[config.mk]
export PLATFORM = sky130hd
export DESIGN_NAME = kb_io_controller
export DESIGN_NICKNAME = d
export VERILOG_FILES = /design/src/rtl/kb_io_controller.sv
export SDC_FILE = /design/constraint.sdc
export NUM_CORES = 1
export LEC_CHECK = 0
export BUFFER_PORTS_ARGS = -buffer_cell sky130_fd_sc_hd__buf_2
export CAP_MARGIN = 20
export CORE_UTILIZATION = 29
export CTS_CLUSTER_DIAMETER = 120
export DETAILED_ROUTE_END_ITERATION = 8
export PLACE_DENSITY = 0.55
export SLEW_MARGIN = 40
export SYNTH_ARGS = -nofsm -noshare
export SYNTH_HDL_FRONTEND = slang
export SYNTH_SLANG_ARGS = --single-unit
[constraint.sdc]
create_clock -name clk -period 1.9 [get_ports clk]
set_input_delay 0.19 -clock clk [delete_from_list [all_inputs] [get_ports clk]]
set_output_delay 0.19 -clock clk [all_outputs]
set_load 0.02 [all_outputs]
[src/rtl/kb_io_controller.sv]
// MMIO front end for the keyboard ASCII buffer: sequences pops for CPU reads and
// for an autonomous echo sink, and exposes DATA/STATUS/CTRL/CMD plus a level irq.
module kb_io_controller #(
   parameter int DATA_W = 7,
   parameter int MMIO_W = 8
) (
   input  logic              clk,
   input  logic              rst_n,
   input  logic [1:0]        mmio_addr,
   input  logic              mmio_rd,
   input  logic              mmio_wr,
   input  logic [MMIO_W-1:0] mmio_wdata,
   output logic [MMIO_W-1:0] mmio_rdata,
   output logic              mmio_ready,
   input  logic              kb_status,
   input  logic [DATA_W-1:0] kb_data,
   input  logic              kb_buf_full,
   output logic              kb_read_en,
   output logic              kb_clear,
   output logic              echo_valid,
   output logic [DATA_W-1:0] echo_data,
   input  logic              echo_ready,
   output logic              irq
);

   typedef enum logic [1:0] {IDLE, POP, CAPT, RESP} state_t;

   localparam logic [1:0] ADDR_DATA   = 2'd0;
   localparam logic [1:0] ADDR_STATUS = 2'd1;
   localparam logic [1:0] ADDR_CTRL   = 2'd2;
   localparam logic [1:0] ADDR_CMD    = 2'd3;

   state_t            state;
   logic [1:0]        req_addr;
   logic              req_wr;
   logic [1:0]        req_bits;
   logic              drain;
   logic              echo_en;
   logic              irq_en;
   logic              new_flag;
   logic              overrun;
   logic [DATA_W-1:0] last_char;

   logic avail;
   logic req;
   logic cmd_wr;
   logic unused_bits;

   // In echo mode the CPU only sees characters the drain has already captured.
   assign avail       = echo_en ? new_flag : kb_status;
   assign req         = mmio_rd | mmio_wr;
   assign cmd_wr      = (state == RESP) && req_wr && (req_addr == ADDR_CMD);
   assign unused_bits = ^mmio_wdata[MMIO_W-1:2];

   always_ff @(posedge clk or negedge rst_n) begin
      if (!rst_n) begin
         state      <= IDLE;
         req_addr   <= '0;
         req_wr     <= 1'b0;
         req_bits   <= '0;
         drain      <= 1'b0;
         echo_en    <= 1'b0;
         irq_en     <= 1'b0;
         new_flag   <= 1'b0;
         overrun    <= 1'b0;
         last_char  <= '0;
         mmio_rdata <= '0;
         mmio_ready <= 1'b0;
         kb_read_en <= 1'b0;
         kb_clear   <= 1'b0;
         echo_valid <= 1'b0;
         echo_data  <= '0;
         irq        <= 1'b0;
      end else begin
         kb_read_en <= 1'b0;
         kb_clear   <= 1'b0;
         mmio_ready <= 1'b0;
         mmio_rdata <= '0;
         irq        <= irq_en & avail;

         // Sticky overrun: a full flag in the same cycle as a clear wins.
         if (kb_buf_full)
            overrun <= 1'b1;
         else if (cmd_wr && req_bits[1])
            overrun <= 1'b0;

         if (echo_valid && echo_ready)
            echo_valid <= 1'b0;

         case (state)
            IDLE: begin
               if (req) begin
                  req_addr <= mmio_addr;
                  req_wr   <= mmio_wr;
                  req_bits <= mmio_wdata[1:0];
                  drain    <= 1'b0;
                  if (mmio_rd && mmio_addr == ADDR_DATA && !echo_en && kb_status) begin
                     state      <= POP;
                     kb_read_en <= 1'b1;
                  end else begin
                     state      <= RESP;
                     mmio_ready <= 1'b1;
                     if (mmio_rd) begin
                        case (mmio_addr)
                           ADDR_DATA: begin
                              if (echo_en) begin
                                 mmio_rdata <= MMIO_W'(last_char);
                                 new_flag   <= 1'b0;
                              end
                           end
                           ADDR_STATUS: mmio_rdata <= MMIO_W'({overrun, kb_buf_full, avail});
                           ADDR_CTRL:   mmio_rdata <= MMIO_W'({irq_en, echo_en});
                           default:     mmio_rdata <= '0;
                        endcase
                     end
                  end
               end else if (echo_en && kb_status && !echo_valid) begin
                  state      <= POP;
                  kb_read_en <= 1'b1;
                  drain      <= 1'b1;
               end
            end

            POP: state <= CAPT;

            // The buffer head is valid the cycle after the pop strobe.
            CAPT: begin
               if (drain) begin
                  echo_data  <= kb_data;
                  last_char  <= kb_data;
                  new_flag   <= 1'b1;
                  echo_valid <= 1'b1;
                  state      <= IDLE;
               end else begin
                  mmio_rdata <= MMIO_W'(kb_data);
                  mmio_ready <= 1'b1;
                  state      <= RESP;
               end
            end

            RESP: begin
               state <= IDLE;
               if (req_wr) begin
                  if (req_addr == ADDR_CTRL) begin
                     echo_en <= req_bits[0];
                     irq_en  <= req_bits[1];
                  end else if (req_addr == ADDR_CMD && req_bits[0]) begin
                     kb_clear   <= 1'b1;
                     new_flag   <= 1'b0;
                     echo_valid <= 1'b0;
                  end
               end
            end

            default: state <= IDLE;
         endcase
      end
   end

endmodule

Word level (Yosys, flattened, before mapping)
Index checks and enable logic that the tools add are counted.
{"block": "totals", "reg_bits": 32, "wordCells": 102}
{"block": "op_classes", "muxes": 45, "n_eq_ne": 17, "reduce_logical": 22, "bitwise_logic": 2}
{"op": "2-to-1 mux 1 bit", "count": 30}
{"op": "2-to-1 mux 8 bit", "count": 3}
{"op": "one-hot mux 8 bit (3 select lines)", "count": 1}
{"op": "!= test 2 bit, second input constant", "count": 8}
{"op": "one-hot mux 8 bit (2 select lines)", "count": 1}
{"op": "2-to-1 mux 7 bit", "count": 2}
{"op": "== test 2 bit, second input constant", "count": 5}
{"op": "logical AND 1 bit", "count": 10}
{"op": "AND reduction 10 bit", "count": 1}
{"op": "2-to-1 mux 2 bit", "count": 4}
{"op": "one-hot mux 2 bit (4 select lines)", "count": 1}
{"op": "AND reduction 2 bit", "count": 3}
{"op": "== test 2 x 1 -> 1 bit, second input constant", "count": 2}
{"op": "zero test 2 bit", "count": 2}
{"op": "one-hot mux 1 bit (2 select lines)", "count": 2}
{"op": "nonzero test 2 bit", "count": 2}
{"op": "!= test 3 bit, second input constant", "count": 1}
{"op": "one-hot mux 1 bit (3 select lines)", "count": 1}
{"op": "AND reduction 3 bit", "count": 1}
{"op": "nonzero test 3 bit", "count": 1}
{"op": "zero test 1 bit", "count": 2}
{"op": "!= test 2 x 1 -> 1 bit, second input constant", "count": 1}
{"op": "AND 1 bit", "count": 1}
{"op": "OR 1 bit", "count": 1}

Logic depth before layout (Yosys ltp)
{"block": "logic_depth", "ltp_word": 7, "depth_mapped": 4}

Worst setup path after synthesis
OpenSTA, ideal clock, no wires.
{"block": "synth_timing", "path_kind": "reg-to-reg", "start": "register state[1]", "end": "register new_flag", "synth_period_minus_slack_ps": 1348, "path_slack_ps": 552, "required_ps": 1758, "path_stages_with_launch": 5, "setup_ps": 142, "t_arrival_ps": 1207, "path_cell_list": "dfrtp_1 > buf_6 > or3b_4 > nor3_4 > o31ai_1"}
{"block": "synth_between", "elab_chain_cells": 3, "word_cells_on_any_way": 15, "cone_classes": "eq/ne (11); mux (1); reduce/logical (3)"}
{"element": "start: declaration", "line": "33", "text": "state_t state;"}
{"element": "start signal: assignment", "line": "57", "text": "state <= IDLE;"}
{"element": "start signal: assignment", "line": "98", "text": "state <= POP;"}
{"element": "start signal: assignment", "line": "101", "text": "state <= RESP;"}
{"element": "== test 2 bit or zero test 2 bit (tied branches)", "line": "90", "text": "case (state)"}
{"element": "!= test 2 x 1 -> 1 bit (no line) (tied with other cells)"}
{"element": "AND reduction 10 bit (no line)"}
{"element": "end signal: assignment", "line": "108", "text": "new_flag <= 1'b0;"}
{"element": "end signal: assignment", "line": "131", "text": "new_flag <= 1'b1;"}
{"element": "end signal: assignment", "line": "149", "text": "new_flag <= 1'b0;"}
{"element": "end: declaration", "line": "40", "text": "logic new_flag;"}
Several ways; a longest one is shown, not always the timed one.
A chain may end at the register's enable or synchronous reset.

Final worst setup path
{"block": "layout_timing", "start": "register state[0]", "end": "register last_char[3]"}
{"block": "layout_between", "elab_chain_cells": 2}
{"element": "== test 2 bit", "line": "90"}
{"element": "AND reduction 2 bit (no line)"}
{"element": "end signal: assignment", "line": "130", "text": "last_char <= kb_data;"}
{"element": "end: declaration", "line": "42", "text": "logic [DATA_W-1:0] last_char;"}
No other way between the ends.

==> impl_metrics.py <==
metrics = {
    "routing": {
        "antenna_left": 0,
        "drc": 0,
        "wl_per_cell_um": 14.6,
        "via_per_inst": 4.84,
        "drt_iter0_drc": 32,
        "dr.pass1.iters": 6,
        "drt-total-wl_mm": 2.82,
        "vias": 934,
    },
    "critical_path": {
        "cp_max_fo": 9,
        "cp_data_required_time_ns": 2.07,
        "worst-r2r-cell-count": 2,
        "cp_data_arrival_time_ns": 1.66,
        "critPathKind": "reg2reg",
        "startpoint_type": "register",
        "critPathCaptureType": "register",
    },
    "global_route": {
        "grt_usage_pct": 13.4,
        "grt_remaining_overflow": 0,
        "busiest_layer": "met2",
        "grt_pass1_vias": 998,
        "grt_start_max_net_pins": 32,
        "grt_use_met1_pct": 15.5,
        "grt_util_met2_pct": 21.6,
        "grt_pass1_wl_mm": 4.94,
        "met3_usage_pct": 5.85,
        "antenna_found_initial": 0,
    },
    "pwr": {
        "vdd_ir_drop_max_uv": 586,
        "power_leakage_nw": 0.802,
        "cellPowerDensity_nw_per_um2": 1680,
    },
    "clocking": {
        "cts_resized": 0,
        "cts.sinks": 31,
        "clkLatencyLatePin_ns": 0.28,
        "cts_tree": "done",
        "cts_buffer_depth": 2,
        "cts.clk_slew.worst_paths_ns": 0.06,
        "cts_made_buffers": 5,
        "root_buffer": "clkbuf_8",
        "htreeDepth": 2,
    },
    "place": {
        "hpwlAfterDp_mm": 2.02,
        "place_congestion": 0.733,
        "port_buffers": 36,
        "place_inst": 184,
    },
    "timing": {
        "finalCriticalPeriod_ns": 1.49,
        "skew_ns": 0.00460,
        "slew-limit-headroom_pct": 55.2,
        "drv_slew": 0,
        "rsz0062_at_grt": "no",
        "timing.final.hold_violations": 0,
        "fin_crit_sh_pct": 78.5,
        "whs_ns": 0.114,
        "tightest_slew_ns": 0.673,
        "timing.fmax_ghz": 0.670,
        "fin_setup_tns_ns": 0,
        "setup_viol": 0,
    },
    "layout": {
        "postLayoutCoreUtil_pct": 38.2,
        "fin_nets": 164,
        "layout_common_cells": "36 x buf_2, 31 x dfrtp_1, 13 x mux2_2",
        "n_antenna_cell": 0,
        "final_common_cell": "buf_2",
        "fill_cells": 435,
        "fin_cells": 193,
        "drive_above_1_share_pct": 44.7,
        "syn2layout_area_growth_pct": 27.3,
    },
    "logic_synthesis": {
        "async_flop_share_pct": 100,
        "synth_area_per_cell_um2": 13.3,
        "syn-cell-area_um2": 1310,
        "yosysWarnings": 0,
        "syn_inst": 98,
        "synthFlopType": "dfrtp_1",
        "yosysUniqueCellTypes": 34,
        "synth_nets": 122,
        "ys_seq_area_share_pct": 59.4,
        "ys_seq_elements": 31,
        "synth_edf_count": 0,
    },
    "die": {
        "die-area_um2": 4780,
        "core_area_um2": 4350,
        "die_x_um": 69.1,
        "initial_core_util_pct": 30.0,
        "rows": 24,
        "io-pin-count": 44,
        "die_y_um": 69.1,
    },
    "run_status": {
        "status": "completed",
    },
    "hold_path": {
        "hold_path_class": "in2reg",
        "holdPathStages": 2,
    },
    "run": {
        "drv_cap": 0,
    },
}
-- critical path, stage by stage (launching register included) --
cell,delay (ns)
dfrtp_1,0.47
nand3b_1,0.49
mux2_2,0.42
-- synthesized netlist by cell type, types with 2 or more instances --
library cell,instances,share of area (%)
inv_1,3,0.86
nor2b_1,2,0.96
nand2b_1,3,1.4
dfrtp_1,31,59
o21ai_0,2,0.77
mux2_2,13,11
a21o_1,2,1.1
a22o_1,6,4.0
a21oi_1,3,1.1
nor2_1,6,1.7
nand2_1,3,0.86
o31ai_1,2,1.1
-- final timing paths --
check / slack, ns / end / startpoint
setup / recovery: 0.41 / last_char[3] / state[0]
hold / removal: 0.11 / overrun / kb_buf_full
setup reg to reg: 0.41 / last_char[3] / state[0]
hold reg to reg: 0.48 / overrun / overrun
max in group asynchronous: 0.98 / req_addr[1] / rst_n
min in group asynchronous: 0.48 / kb_read_en / rst_n
-- cells by family after synthesis --
| group | Yosys count | synth area share [%] |
|---|---|---|
| flip-flops | 31 | 59.4 |
| AND/OR/NAND/NOR | 24 | 12.7 |
| AO/OA/AOI/OAI | 22 | 12.9 |
| multiplexers | 14 | 12.0 |
| buffers and inverters | 6 | 2.68 |
| other | 1 | 0.287 |
-- cell type report --
cell class	instances	area [um2]	share of cell area, %
Inverter	3	11.3	0.677
Clock buffer	6	82.6	4.97
Sequential cell	31	776	46.7
Timing Repair Buffer	38	198	11.9
Multi-Input combinational cell	61	495	29.8
Tap cell	52	65.1	3.91
Clock inverter	2	35.0	2.11
-- repair_timing --
item,in CTS,in global routing
hold endpoints to repair,31,0
setup buffers,0,0
hold buffers,1,0
-- state kept, by name (all words and copies together) (netlist names) --
name        cells
drain           1
echo_en         1
echo_valid      1
irq             1
irq_en          1
kb_clear        1
kb_read_en      1
last_char       7
mmio_rdata      7
mmio_ready      1
new_flag        1
overrun         1
req_addr        2
req_bits        2
req_wr          1
state           2
-- power breakdown --
group          internal [mW]  total, mW  switching (mW)
logic                  0.454      0.989           0.534
registers              0.940       1.14           0.202
clock network          0.424      0.662           0.238
-- layer usage --
metal	share of wire, %	wire length (um)
met5	0	0
met4	1.6	45
met3	5.0	141
met2	51	1450
met1	42	1190
-- per-stage QoR --
step / total power, mW / area (um2) / setup slack [ns]
global placement: 2.11 / 1540 / 0.426
finish: 2.79 / 1660 / 0.408
global route: 2.97 / 1660 / 0.346
CTS: 2.83 / 1660 / 0.415
detailed placement: 2.15 / 1540 / 0.420
floorplan: 1.82 / 1310 / 0.552
Note: power is estimated with default switching activity, not from simulation.
